===== src/rtl/rf_pkg.sv =====
// Shared types and constants for the banked integer/RNS register file.
package rf_pkg;

   localparam int unsigned NUM_DOMAINS_DEF = 2;
   localparam int unsigned DOMAIN_W_DEF    = 8;
   localparam int unsigned DEPTH_DEF       = 8;

   // Bank select value carried in the address MSB
   localparam logic BANK_INT = 1'b0;
   localparam logic BANK_RNS = 1'b1;

   typedef enum logic {
      IDLE  = 1'b0,
      CLEAR = 1'b1
   } clr_state_t;

endpackage : rf_pkg


===== src/rtl/rf_bank.sv =====
// One storage bank: DEPTH x WIDTH entries, lane-masked write, three
// combinational read taps and a single-entry clear port (clear wins over write).
module rf_bank #(
   parameter int unsigned DEPTH = 8,
   parameter int unsigned WIDTH = 16,
   parameter int unsigned LANES = 2,
   parameter int unsigned AW    = $clog2(DEPTH)
) (
   input  logic             clk,
   input  logic             reset,
   input  logic             wr_en,
   input  logic [AW-1:0]    wr_addr,
   input  logic [LANES-1:0] wr_mask,
   input  logic [WIDTH-1:0] wr_data,
   input  logic             clr_en,
   input  logic [AW-1:0]    clr_addr,
   input  logic [AW-1:0]    rd_addr1,
   input  logic [AW-1:0]    rd_addr2,
   input  logic [AW-1:0]    rd_addr3,
   output logic [WIDTH-1:0] rd_data1_c,
   output logic [WIDTH-1:0] rd_data2_c,
   output logic [WIDTH-1:0] rd_data3_c
);

   localparam int unsigned LW = WIDTH / LANES;

   logic [WIDTH-1:0] mem_q [DEPTH];

   // Storage update: async clear of everything, then entry clear, then masked write
   always_ff @(posedge clk or posedge reset) begin
      if (reset) begin
         for (int i = 0; i < DEPTH; i++) begin
            mem_q[i] <= '0;
         end
      end else if (clr_en) begin
         mem_q[clr_addr] <= '0;
      end else if (wr_en) begin
         for (int l = 0; l < LANES; l++) begin
            if (wr_mask[l]) begin
               mem_q[wr_addr][l*LW +: LW] <= wr_data[l*LW +: LW];
            end
         end
      end
   end

   assign rd_data1_c = mem_q[rd_addr1];
   assign rd_data2_c = mem_q[rd_addr2];
   assign rd_data3_c = mem_q[rd_addr3];

endmodule : rf_bank


===== src/rtl/rns_banked_reg_file.sv =====
// Integer + RNS register file with registered reads, write-to-read bypass,
// per-domain write masks, a destination busy scoreboard and a bulk-clear engine.
module rns_banked_reg_file
   import rf_pkg::*;
#(
   parameter int unsigned NUM_DOMAINS = NUM_DOMAINS_DEF,
   parameter int unsigned DOMAIN_W    = DOMAIN_W_DEF,
   parameter int unsigned DEPTH       = DEPTH_DEF,
   parameter int unsigned ADDR_W      = 1 + $clog2(DEPTH)
) (
   input  logic                            clk,
   input  logic                            reset,
   input  logic                            rd_en,
   input  logic [ADDR_W-1:0]               rd_addr1,
   input  logic [ADDR_W-1:0]               rd_addr2,
   input  logic [ADDR_W-2:0]               rd_addr3,
   output logic [NUM_DOMAINS*DOMAIN_W-1:0] rd_data1,
   output logic [NUM_DOMAINS*DOMAIN_W-1:0] rd_data2,
   output logic [DOMAIN_W-1:0]             rd_data3,
   output logic [1:0]                      rd_hazard,
   input  logic                            wr_en,
   input  logic [ADDR_W-1:0]               wr_addr,
   input  logic [NUM_DOMAINS-1:0]          wr_mask,
   input  logic [NUM_DOMAINS*DOMAIN_W-1:0] wr_data,
   input  logic                            rsv_en,
   input  logic [ADDR_W-1:0]               rsv_addr,
   input  logic                            clr_req,
   output logic                            clr_busy
);

   localparam int unsigned IW   = ADDR_W - 1;
   localparam int unsigned DW   = NUM_DOMAINS * DOMAIN_W;
   localparam int unsigned NREG = 2 * DEPTH;

   clr_state_t state_q, state_d;
   logic [IW-1:0] idx_q, idx_d;
   logic          in_clear;

   logic wr_go, int_wr, rns_wr;

   logic [DOMAIN_W-1:0] int_rd1_c, int_rd2_c, int_rd3_c;
   logic [DW-1:0]       rns_rd1_c, rns_rd2_c, unused_rns_rd3_c;

   logic [NREG-1:0] busy_q, busy_d, busy_wc;

   logic [DW-1:0]       rd_data1_q, rd_data1_d;
   logic [DW-1:0]       rd_data2_q, rd_data2_d;
   logic [DOMAIN_W-1:0] rd_data3_q, rd_data3_d;
   logic [1:0]          rd_hazard_q, rd_hazard_d;
   logic                clr_busy_q;

   assign in_clear = (state_q == CLEAR);
   assign wr_go    = wr_en && !in_clear;
   assign int_wr   = wr_go && (wr_addr[IW] == BANK_INT) && wr_mask[0];
   assign rns_wr   = wr_go && (wr_addr[IW] == BANK_RNS);

   rf_bank #(
      .DEPTH (DEPTH),
      .WIDTH (DOMAIN_W),
      .LANES (1),
      .AW    (IW)
   ) u_int_bank (
      .clk        (clk),
      .reset      (reset),
      .wr_en      (int_wr),
      .wr_addr    (wr_addr[IW-1:0]),
      .wr_mask    (wr_mask[0]),
      .wr_data    (wr_data[DOMAIN_W-1:0]),
      .clr_en     (in_clear),
      .clr_addr   (idx_q),
      .rd_addr1   (rd_addr1[IW-1:0]),
      .rd_addr2   (rd_addr2[IW-1:0]),
      .rd_addr3   (rd_addr3),
      .rd_data1_c (int_rd1_c),
      .rd_data2_c (int_rd2_c),
      .rd_data3_c (int_rd3_c)
   );

   rf_bank #(
      .DEPTH (DEPTH),
      .WIDTH (DW),
      .LANES (NUM_DOMAINS),
      .AW    (IW)
   ) u_rns_bank (
      .clk        (clk),
      .reset      (reset),
      .wr_en      (rns_wr),
      .wr_addr    (wr_addr[IW-1:0]),
      .wr_mask    (wr_mask),
      .wr_data    (wr_data),
      .clr_en     (in_clear),
      .clr_addr   (idx_q),
      .rd_addr1   (rd_addr1[IW-1:0]),
      .rd_addr2   (rd_addr2[IW-1:0]),
      .rd_addr3   ('0),
      .rd_data1_c (rns_rd1_c),
      .rd_data2_c (rns_rd2_c),
      .rd_data3_c (unused_rns_rd3_c)
   );

   // Merge enabled write domains over a stored RNS value (bypass view)
   function automatic logic [DW-1:0] merge_lanes(input logic [DW-1:0]          old_v,
                                                 input logic [DW-1:0]          new_v,
                                                 input logic [NUM_DOMAINS-1:0] mask);
      logic [DW-1:0] r;
      r = old_v;
      for (int d = 0; d < NUM_DOMAINS; d++) begin
         if (mask[d]) begin
            r[d*DOMAIN_W +: DOMAIN_W] = new_v[d*DOMAIN_W +: DOMAIN_W];
         end
      end
      return r;
   endfunction

   // Post-write value seen by a full-width read port
   function automatic logic [DW-1:0] port_value(input logic [ADDR_W-1:0]   addr,
                                                input logic [DOMAIN_W-1:0] int_tap,
                                                input logic [DW-1:0]       rns_tap);
      logic [DW-1:0] r;
      if (addr[IW] == BANK_RNS) begin
         r = (rns_wr && (wr_addr == addr)) ? merge_lanes(rns_tap, wr_data, wr_mask) : rns_tap;
      end else begin
         r = DW'((int_wr && (wr_addr == addr)) ? wr_data[DOMAIN_W-1:0] : int_tap);
      end
      return r;
   endfunction

   // Clear engine next state: walk idx 0..DEPTH-1 then return to IDLE
   always_comb begin
      state_d = state_q;
      idx_d   = idx_q;
      case (state_q)
         IDLE: begin
            if (clr_req) begin
               state_d = CLEAR;
               idx_d   = '0;
            end
         end
         CLEAR: begin
            if (idx_q == IW'(DEPTH - 1)) begin
               state_d = IDLE;
               idx_d   = '0;
            end else begin
               idx_d = idx_q + IW'(1);
            end
         end
         default: begin
            state_d = IDLE;
            idx_d   = '0;
         end
      endcase
   end

   // Scoreboard: write clears, then reservation sets, clear engine wipes its entry
   always_comb begin
      busy_wc = busy_q;
      if (wr_go && (wr_mask != '0)) begin
         busy_wc[wr_addr] = 1'b0;
      end
      busy_d = busy_wc;
      if (rsv_en && !in_clear) begin
         busy_d[rsv_addr] = 1'b1;
      end
      if (in_clear) begin
         busy_d[{BANK_INT, idx_q}] = 1'b0;
         busy_d[{BANK_RNS, idx_q}] = 1'b0;
      end
   end

   // Read-port next values; reads during a clear return zero
   always_comb begin
      rd_data1_d  = '0;
      rd_data2_d  = '0;
      rd_data3_d  = '0;
      rd_hazard_d = '0;
      if (!in_clear) begin
         rd_data1_d  = port_value(rd_addr1, int_rd1_c, rns_rd1_c);
         rd_data2_d  = port_value(rd_addr2, int_rd2_c, rns_rd2_c);
         rd_data3_d  = (int_wr && (wr_addr[IW-1:0] == rd_addr3)) ? wr_data[DOMAIN_W-1:0] : int_rd3_c;
         rd_hazard_d = {busy_wc[rd_addr2], busy_wc[rd_addr1]};
      end
   end

   // Control state, scoreboard and busy flag
   always_ff @(posedge clk or posedge reset) begin
      if (reset) begin
         state_q    <= IDLE;
         idx_q      <= '0;
         busy_q     <= '0;
         clr_busy_q <= 1'b0;
      end else begin
         state_q    <= state_d;
         idx_q      <= idx_d;
         busy_q     <= busy_d;
         clr_busy_q <= (state_d == CLEAR);
      end
   end

   // Read output registers, updated only on rd_en
   always_ff @(posedge clk or posedge reset) begin
      if (reset) begin
         rd_data1_q  <= '0;
         rd_data2_q  <= '0;
         rd_data3_q  <= '0;
         rd_hazard_q <= '0;
      end else if (rd_en) begin
         rd_data1_q  <= rd_data1_d;
         rd_data2_q  <= rd_data2_d;
         rd_data3_q  <= rd_data3_d;
         rd_hazard_q <= rd_hazard_d;
      end
   end

   assign rd_data1  = rd_data1_q;
   assign rd_data2  = rd_data2_q;
   assign rd_data3  = rd_data3_q;
   assign rd_hazard = rd_hazard_q;
   assign clr_busy  = clr_busy_q;

endmodule : rns_banked_reg_file

===== config.mk =====
export PLATFORM = sky130hd
export DESIGN_NAME = rns_banked_reg_file
export DESIGN_NICKNAME = d
export VERILOG_FILES = /design/src/rtl/rf_pkg.sv /design/src/rtl/rf_bank.sv /design/src/rtl/rns_banked_reg_file.sv
export SDC_FILE = /design/constraint.sdc
export NUM_CORES = 1
export LEC_CHECK = 0
export ABC_CLOCK_PERIOD_IN_PS = 20800
export CAP_MARGIN = 15
export CORE_ASPECT_RATIO = 0.6
export CORE_MARGIN = 3
export CORE_UTILIZATION = 65
export CTS_BUF_LIST = sky130_fd_sc_hd__clkbuf_16
export CTS_CLUSTER_DIAMETER = 200
export DETAILED_ROUTE_END_ITERATION = 10
export GPL_TIMING_DRIVEN = 0
export PLACE_DENSITY_LB_ADDON = 0.25
export REMOVE_ABC_BUFFERS = 1
export SLEW_MARGIN = 10
export SYNTH_ARGS = -nofsm -noshare
export SYNTH_HDL_FRONTEND = slang
export SYNTH_SLANG_ARGS = --single-unit

===== constraint.sdc =====
create_clock -name clk -period 20.8 [get_ports clk]
set_input_delay 4.16 -clock clk [delete_from_list [all_inputs] [get_ports clk]]
set_output_delay 4.16 -clock clk [all_outputs]
set_load 0.02 [all_outputs]

==> reports/metrics.csv, run 1 <==
metric,value,unit
netlist_area,14000,um^2
status,finished clean,
postRouteAntennaNets,0,
grt_max_degree,107,
synth.avg_cell_area,10.8,um^2
area_growth,13.4,%
post_cts_buffers,0,
dieHeight,120,um
cts_sinks,254,
clk_latency,0.54,ns
min_from,u_rns_bank.mem_q[4],
async_flop_share,1.00,
h-tree-depth,1,
grt_usage,0.375,
final_area,15900,um^2
rsz0062_at_grt,no,
ir_drop,0.0919,mV
overflow,0,
tns,0,ns
slew_violations,0,
max_clock_freq,0.135,GHz
final_util,0.773,
first_pass_iters,6,
fin_ws,13.41,ns
hold_depth,2,
viasPerCell,7.26,
rrSetupSlack,17.64,ns
slew_headroom,0.157,
final-hold-violation-count,0,
finalSetupViolCount,0,
clk_pin_slew,0.07,ns
worstSetupPathType,primary input to flip-flop,
grt_pass1_wl,67.2,mm
worst_pin_slew,1.26,ns
grt_pass1_vias,11900,
clock_skew,0.00950,ns
critical_path_required,21.17,ns
synth_edf_count,0,
critical_path.startpoint,wr_addr[0],
placed_area,15100,um^2
period_minus_slack,7.39,ns
io_buffers,85,
initial_utilization,0.681,
yosysUniqueCellTypes,59,
core.rowCount,40,
hp-class,flip-flop to flip-flop,
synth-main-ff-cell,dfrtp_1,
coreArea,20600,um^2
r2r-end,u_rns_bank.mem_q[46],
power_density,84.9,nW/um^2
preCtsSetupSlack,13.21,ns
clock_path_buffers,3,
hold_end,u_rns_bank.mem_q[4],
path_max_fanout,30,
yosysSeqAreaShare,0.453,
fp.dieW,196,um
post_cts_resized,0,
gp_congestion,0.892,
syn_inst,1296,
layout.nets,1387,
drc,0,
root_buffer,clkbuf_16,
drive_gt1_frac,0.148,
drt_iter0_markers,1813,
maxCapViolations,0,
die_area,23400,um^2
avgRoutedWirePerCell,26.9,um
setup.worst_path.start_class,primary input,
ys_warn_count,0,
wirelength,43.9,mm
ios,86,
fin_crit_sh,0.355,
rr_worst_depth,4,
leakage,6.55,nW
synth_seq_cells,254,
via_count,11900,
cts_tree,done,
crit_path_end_kind,flip-flop,
n_fill_cell,1326,
place.detailed.hpwl,29.7,mm
worstPathArrival,7.76,ns
r2r-start,clr_busy,
hold_buffers,0,
grt_antenna_before_repair,0,
cts_buffers,24,
layout by cell type, fill, tap and decap left out, types with 3 or more instances in the layout:
master | Yosys | routed
nand4_1 | 6 | 6
clkbuf_16 | 0 | 25
a22oi_1 | 9 | 9
xnor2_1 | 10 | 10
buf_4 | 4 | 5
mux4_2 | 116 | 116
buf_12 | 0 | 3
o22ai_1 | 33 | 33
buf_16 | 0 | 6
dfrtp_1 | 254 | 253
nand2b_1 | 6 | 6
nand4b_1 | 4 | 4
a221o_1 | 8 | 8
o21ai_0 | 217 | 217
nand3_1 | 10 | 10
nor2b_1 | 13 | 13
a22o_1 | 4 | 4
nor2_1 | 21 | 21
nor3_1 | 4 | 4
and2_1 | 3 | 3
nand2_2 | 3 | 3
inv_1 | 55 | 61
a32o_1 | 3 | 3
o31a_1 | 4 | 4
a21oi_1 | 18 | 18
o211ai_1 | 9 | 9
o31ai_1 | 9 | 9
a41oi_1 | 3 | 3
buf_2 | 27 | 3
mux2i_1 | 60 | 60
and4b_1 | 3 | 3
bufinv_16 | 0 | 4
clkdlybuf4s50_1 | 0 | 78
clkinv_1 | 0 | 7
nand2_1 | 279 | 279
mux2_2 | 19 | 19
logic make-up (layout without fill, tap and decap cells):
group,Yosys count,count (layout),share of synthesized area
compound gates,328,328,0.135
xor+xnor,11,11,0.00687
fa+ha+maj,2,2,0.00178
buf+inv,132,196,0.0399
flops,254,254,0.453
mux,195,195,0.244
other cells,0,1,0
simple gates,374,374,0.119
metal layers:
metal | share of wire | vias to the layer above | GRT usage
met3 | 0.18 | 157 | 0.176
met5 | 0 | - | 0
met1 | 0.37 | 5814 | 0.518
met4 | 0.032 | 0 | 0.127
met2 | 0.42 | 1036 | 0.531
li1 | - | 4857 | -
Yosys cell counts, types with 5 or more instances:
cell,number,share of area
nor2_1,21,0.0056
xnor2_1,10,0.0062
a21oi_1,18,0.0064
mux2_2,19,0.015
mux2i_1,60,0.043
o211ai_1,9,0.0048
o21ai_0,217,0.077
o31ai_1,9,0.0048
nor2b_1,13,0.0058
nand2b_1,6,0.0027
nand2_1,279,0.075
buf_1,5,0.0013
a221o_1,8,0.0057
clkbuf_1,39,0.010
a22oi_1,9,0.0048
buf_2,27,0.0096
mux4_2,116,0.19
nand4_1,6,0.0027
o22ai_1,33,0.015
inv_1,55,0.015
dfrtp_1,254,0.45
nand3_1,10,0.0036
registers in the layout, indices dropped and copies added (netlist names):
| signal | cells |
|---|---|
| u_rns_bank.mem_q | 128 |
| rd_hazard | 2 |
| u_int_bank.mem_q | 64 |
| idx_q | 3 |
| clr_busy | 1 |
| rd_data1 | 16 |
| rd_data3 | 8 |
| busy_q | 16 |
| rd_data2 | 16 |
critical path: stages:
cell             delay [ns]
clkdlybuf4s50_1        1.31
nand4b_1               0.92
o21ai_0                0.57
nand2_1                0.44
nand2_1                0.21
o21ai_0                0.14
cell type report:
type                            count  area (um^2)  share of cell area
Clock inverter                     19          178              0.0112
Tap cell                          273          342              0.0215
Timing Repair Buffer               97         1080              0.0680
Multi-Input combinational cell    910         7100               0.447
Antenna cell                        1         2.50            0.000157
Inverter                           55          214              0.0135
Sequential cell                   254         6360               0.400
Clock buffer                       25          626              0.0393
power by group:
group          switching [mW]  leakage, nW  internal (mW)  total, mW
registers              0.0371         3.53          0.525      0.562
clock network           0.195        0.417          0.266      0.460
logic                   0.231         2.61         0.0964      0.327
total                   0.463         6.55          0.887       1.35
worst max path at each step:
stage,end,depth (start not counted)
2_1_floorplan,busy_q[0],1
3_3_place_gp,u_rns_bank.mem_q[12],2
3_5_place_dp,u_rns_bank.mem_q[10],6
4_1_cts,u_int_bank.mem_q[2],6
5_1_grt,u_rns_bank.mem_q[46],5
6_report,u_int_bank.mem_q[2],6
stage by stage:
step                      power, mW  std cells  hold WS, ns
after floorplan               0.728       1219        0.461
final                          1.35       1634        0.495
after CTS                      1.33       1631        0.501
after detailed placement      0.875       1587        0.486
after global placement        0.862       1577        0.476
after global routing           1.39       1633        0.524
No activity file was read; power rests on OpenSTA's default activity.
==> run 2, diff against run 1 <==
--- a/config.mk
+++ b/config.mk
@@ -5,11 +5,11 @@
 export SDC_FILE = /design/constraint.sdc
 export NUM_CORES = 1
 export LEC_CHECK = 0
-export ABC_CLOCK_PERIOD_IN_PS = 20800
+export ABC_CLOCK_PERIOD_IN_PS = 6680
 export CAP_MARGIN = 15
 export CORE_ASPECT_RATIO = 0.6
 export CORE_MARGIN = 3
-export CORE_UTILIZATION = 65
+export CORE_UTILIZATION = 54
 export CTS_BUF_LIST = sky130_fd_sc_hd__clkbuf_16
 export CTS_CLUSTER_DIAMETER = 200
 export DETAILED_ROUTE_END_ITERATION = 10
==> constraint.sdc (replaced) <==
create_clock -name clk -period 6.68 [get_ports clk]
set_input_delay 1.336 -clock clk [delete_from_list [all_inputs] [get_ports clk]]
set_output_delay 1.336 -clock clk [all_outputs]
set_load 0.02 [all_outputs]
==> reports/metrics.csv, run 2 (synthesized netlist as in run 1, its figures left out) <==
metric,value,unit,change
ir_drop,0.179,mV,+95%
dieHeight,131,um,+9.2%
final-hold-violation-count,0,,unchanged
rr_worst_depth,5,,+1
antennaDiodeCount,0,,-1
leakage,6.54,nW,-0.24%
slowest_stage,clkdlybuf4s50_1,,
clk_pin_slew,0.07,ns,about the same
final_area,15900,um^2,+0.12%
slew_headroom,0.147,,-0.0108
critical_path_required,7.05,ns,-14.12 ns
cts_tree,done,,
drt_iter0_markers,1506,,-17%
pwr-share-seq,0.424,,+0.008
cts_buffers,24,,unchanged
min_from,u_rns_bank.mem_q[36],,
clock_power_share,0.322,,-0.019
worst_pin_slew,1.26,ns,+0.00344 ns
post_cts_resized,0,,unchanged
max_clock_freq,0.232,GHz,
hold_slack,0.504,ns,+0.00838 ns
root_buffer,clkbuf_16,,
path_cells,clkdlybuf4s50_1 > nand4bb_1 > o21ai_0 > nand2_1 > nand2_1 > o21ai_0,,
avgRoutedWirePerCell,25.4,um,-5.5%
mostFrequentLayoutCell,nand2_1,,
fin_crit_sh,0.646,,
largest_register_ffs,128,,unchanged
worst-path-buf-inv,1,,unchanged
coreArea,24800,um^2,+21%
status,finished clean,,
grt_pass1_vias,11200,,-6.2%
post_cts_buffers,0,,unchanged
clock_skew,0.0113,ns,+0.00180 ns
rsz0062_at_grt,no,,
path_max_fanout,27,,-10%
cts_sinks,254,,unchanged
maxCapViolations,0,,unchanged
fin_ws,2.37,ns,-11.05 ns
crit_family,simple AND/OR/NAND/NOR gates,,
rrSetupSlack,3.50,ns,-14.14 ns
gp_congestion,0.871,,-2.3%
p_comb_frac,0.254,,+0.012
hold_depth,2,,unchanged
power_density,256,nW/um^2,+200%
die_area,28000,um^2,+20%
reg_top3,"u_rns_bank.mem_q (128), u_int_bank.mem_q (64)",,
worstSetupPathType,primary input to flip-flop,,
grt_pass1_wl,66.1,mm,-1.5%
final_cell_mix,"nand2_1, dfrtp_1, o21ai_0, mux4_2, clkdlybuf4s50_1",,
clk_latency,0.54,ns,about the same
drive_gt1_frac,0.146,,-0.00199
tns,0,ns,unchanged
power,4.08,mW,+200%
finalSetupViolCount,0,,unchanged
place.detailed.hpwl,29.5,mm,-0.45%
crit_path_end_kind,flip-flop,,
top_register,u_rns_bank.mem_q,,
p_int,2.66,mW,+200%
slew_violations,0,,unchanged
layout.nets,1386,,-0.072%
critPathMaxStageDelay,1.23,ns,-0.08 ns
first_pass_iters,6,,unchanged
ios,86,,unchanged
grt_antenna_before_repair,1,,+1
worstPathArrival,4.69,ns,-3.07 ns
period_minus_slack,4.31,ns,
via_count,11500,,-3.3%
grt_usage,0.309,,-0.0668
wirelength,43.2,mm,-1.6%
postRouteAntennaNets,0,,unchanged
clock_path_buffers,3,,unchanged
hold_buffers,0,,unchanged
hold_end,u_rns_bank.mem_q[36],,
fp.dieW,214,um,+9.4%
r2r-end,rd_data3[3],,
io_buffers,85,,unchanged
grt_max_degree,113,,+5.6%
placed_area,15200,um^2,+0.77%
area_growth,13.6,%,
switching_share,0.348,,+0.00504
switchingPower,1.42,mW,+210%
core.rowCount,44,,+10%
setup.worst_path.start_class,primary input,,
initial_utilization,0.565,,-0.117
overflow,0,,unchanged
preCtsSetupSlack,2.07,ns,-11.14 ns
hp-class,flip-flop to flip-flop,,
h-tree-depth,1,,unchanged
viasPerCell,6.74,,-7.2%
drc,0,,unchanged
r2r-start,clr_busy,,
run 2: metal layers:
metal | wire length [um] | track usage | vias up | share of wire
li1 | - | - | 4847 | -
met1 | 17800 | 0.444 | 5820 | 0.41
met2 | 18700 | 0.462 | 718 | 0.43
met3 | 5690 | 0.0964 | 84 | 0.13
met4 | 922 | 0.0791 | 2 | 0.021
met5 | 13 | 0 | - | 0.00030
run 2: power groups by stage:
stage	sequential, mW	combinational, mW	clock [mW]
final	1.73	1.03	1.31
after global routing	1.74	1.09	1.37
after CTS	1.73	1.00	1.32
after detailed placement	1.75	0.996	0
after global placement	1.77	0.937	0
after floorplan	1.75	0.512	0
run 2: cell type report:
cell class                      count  area, um^2
Clock buffer                       25         626
Clock inverter                     18        97.6
Fill cell                        1959        8910
Inverter                           55         214
Multi-Input combinational cell    910        7100
Sequential cell                   254        6360
Tap cell                          345         432
Timing Repair Buffer               96        1090
run 2: worst reg2reg max path, cell delays in order, from the launching register on:
cell and delay, ns:
dfrtp_1 0.59, buf_16 0.28, and4bb_2 0.57, nand4_1 0.77, o21ai_0 0.72, o22ai_1 0.12
run 2: through the flow:
stage / std cells / utilization
floorplan: 1219 / -
global placement: 1649 / 0.602
detailed placement: 1660 / 0.612
CTS: 1703 / 0.641
global route: 1703 / 0.641
finish: 1703 / 0.641
run 2: how the worst max path moves through the flow:
stage	from	to	slack, ns	cells after the start
2_1_floorplan	reset	busy_q[0]	-1.64	1
5_1_grt	wr_addr[0]	u_int_bank.mem_q[18]	2.27	6
6_report	wr_addr[2]	u_int_bank.mem_q[19]	2.37	6
3_3_place_gp	reset	u_rns_bank.mem_q[13]	-4.84	2
4_1_cts	wr_addr[0]	u_int_bank.mem_q[19]	2.61	6
3_5_place_dp	wr_addr[2]	u_int_bank.mem_q[19]	2.07	6
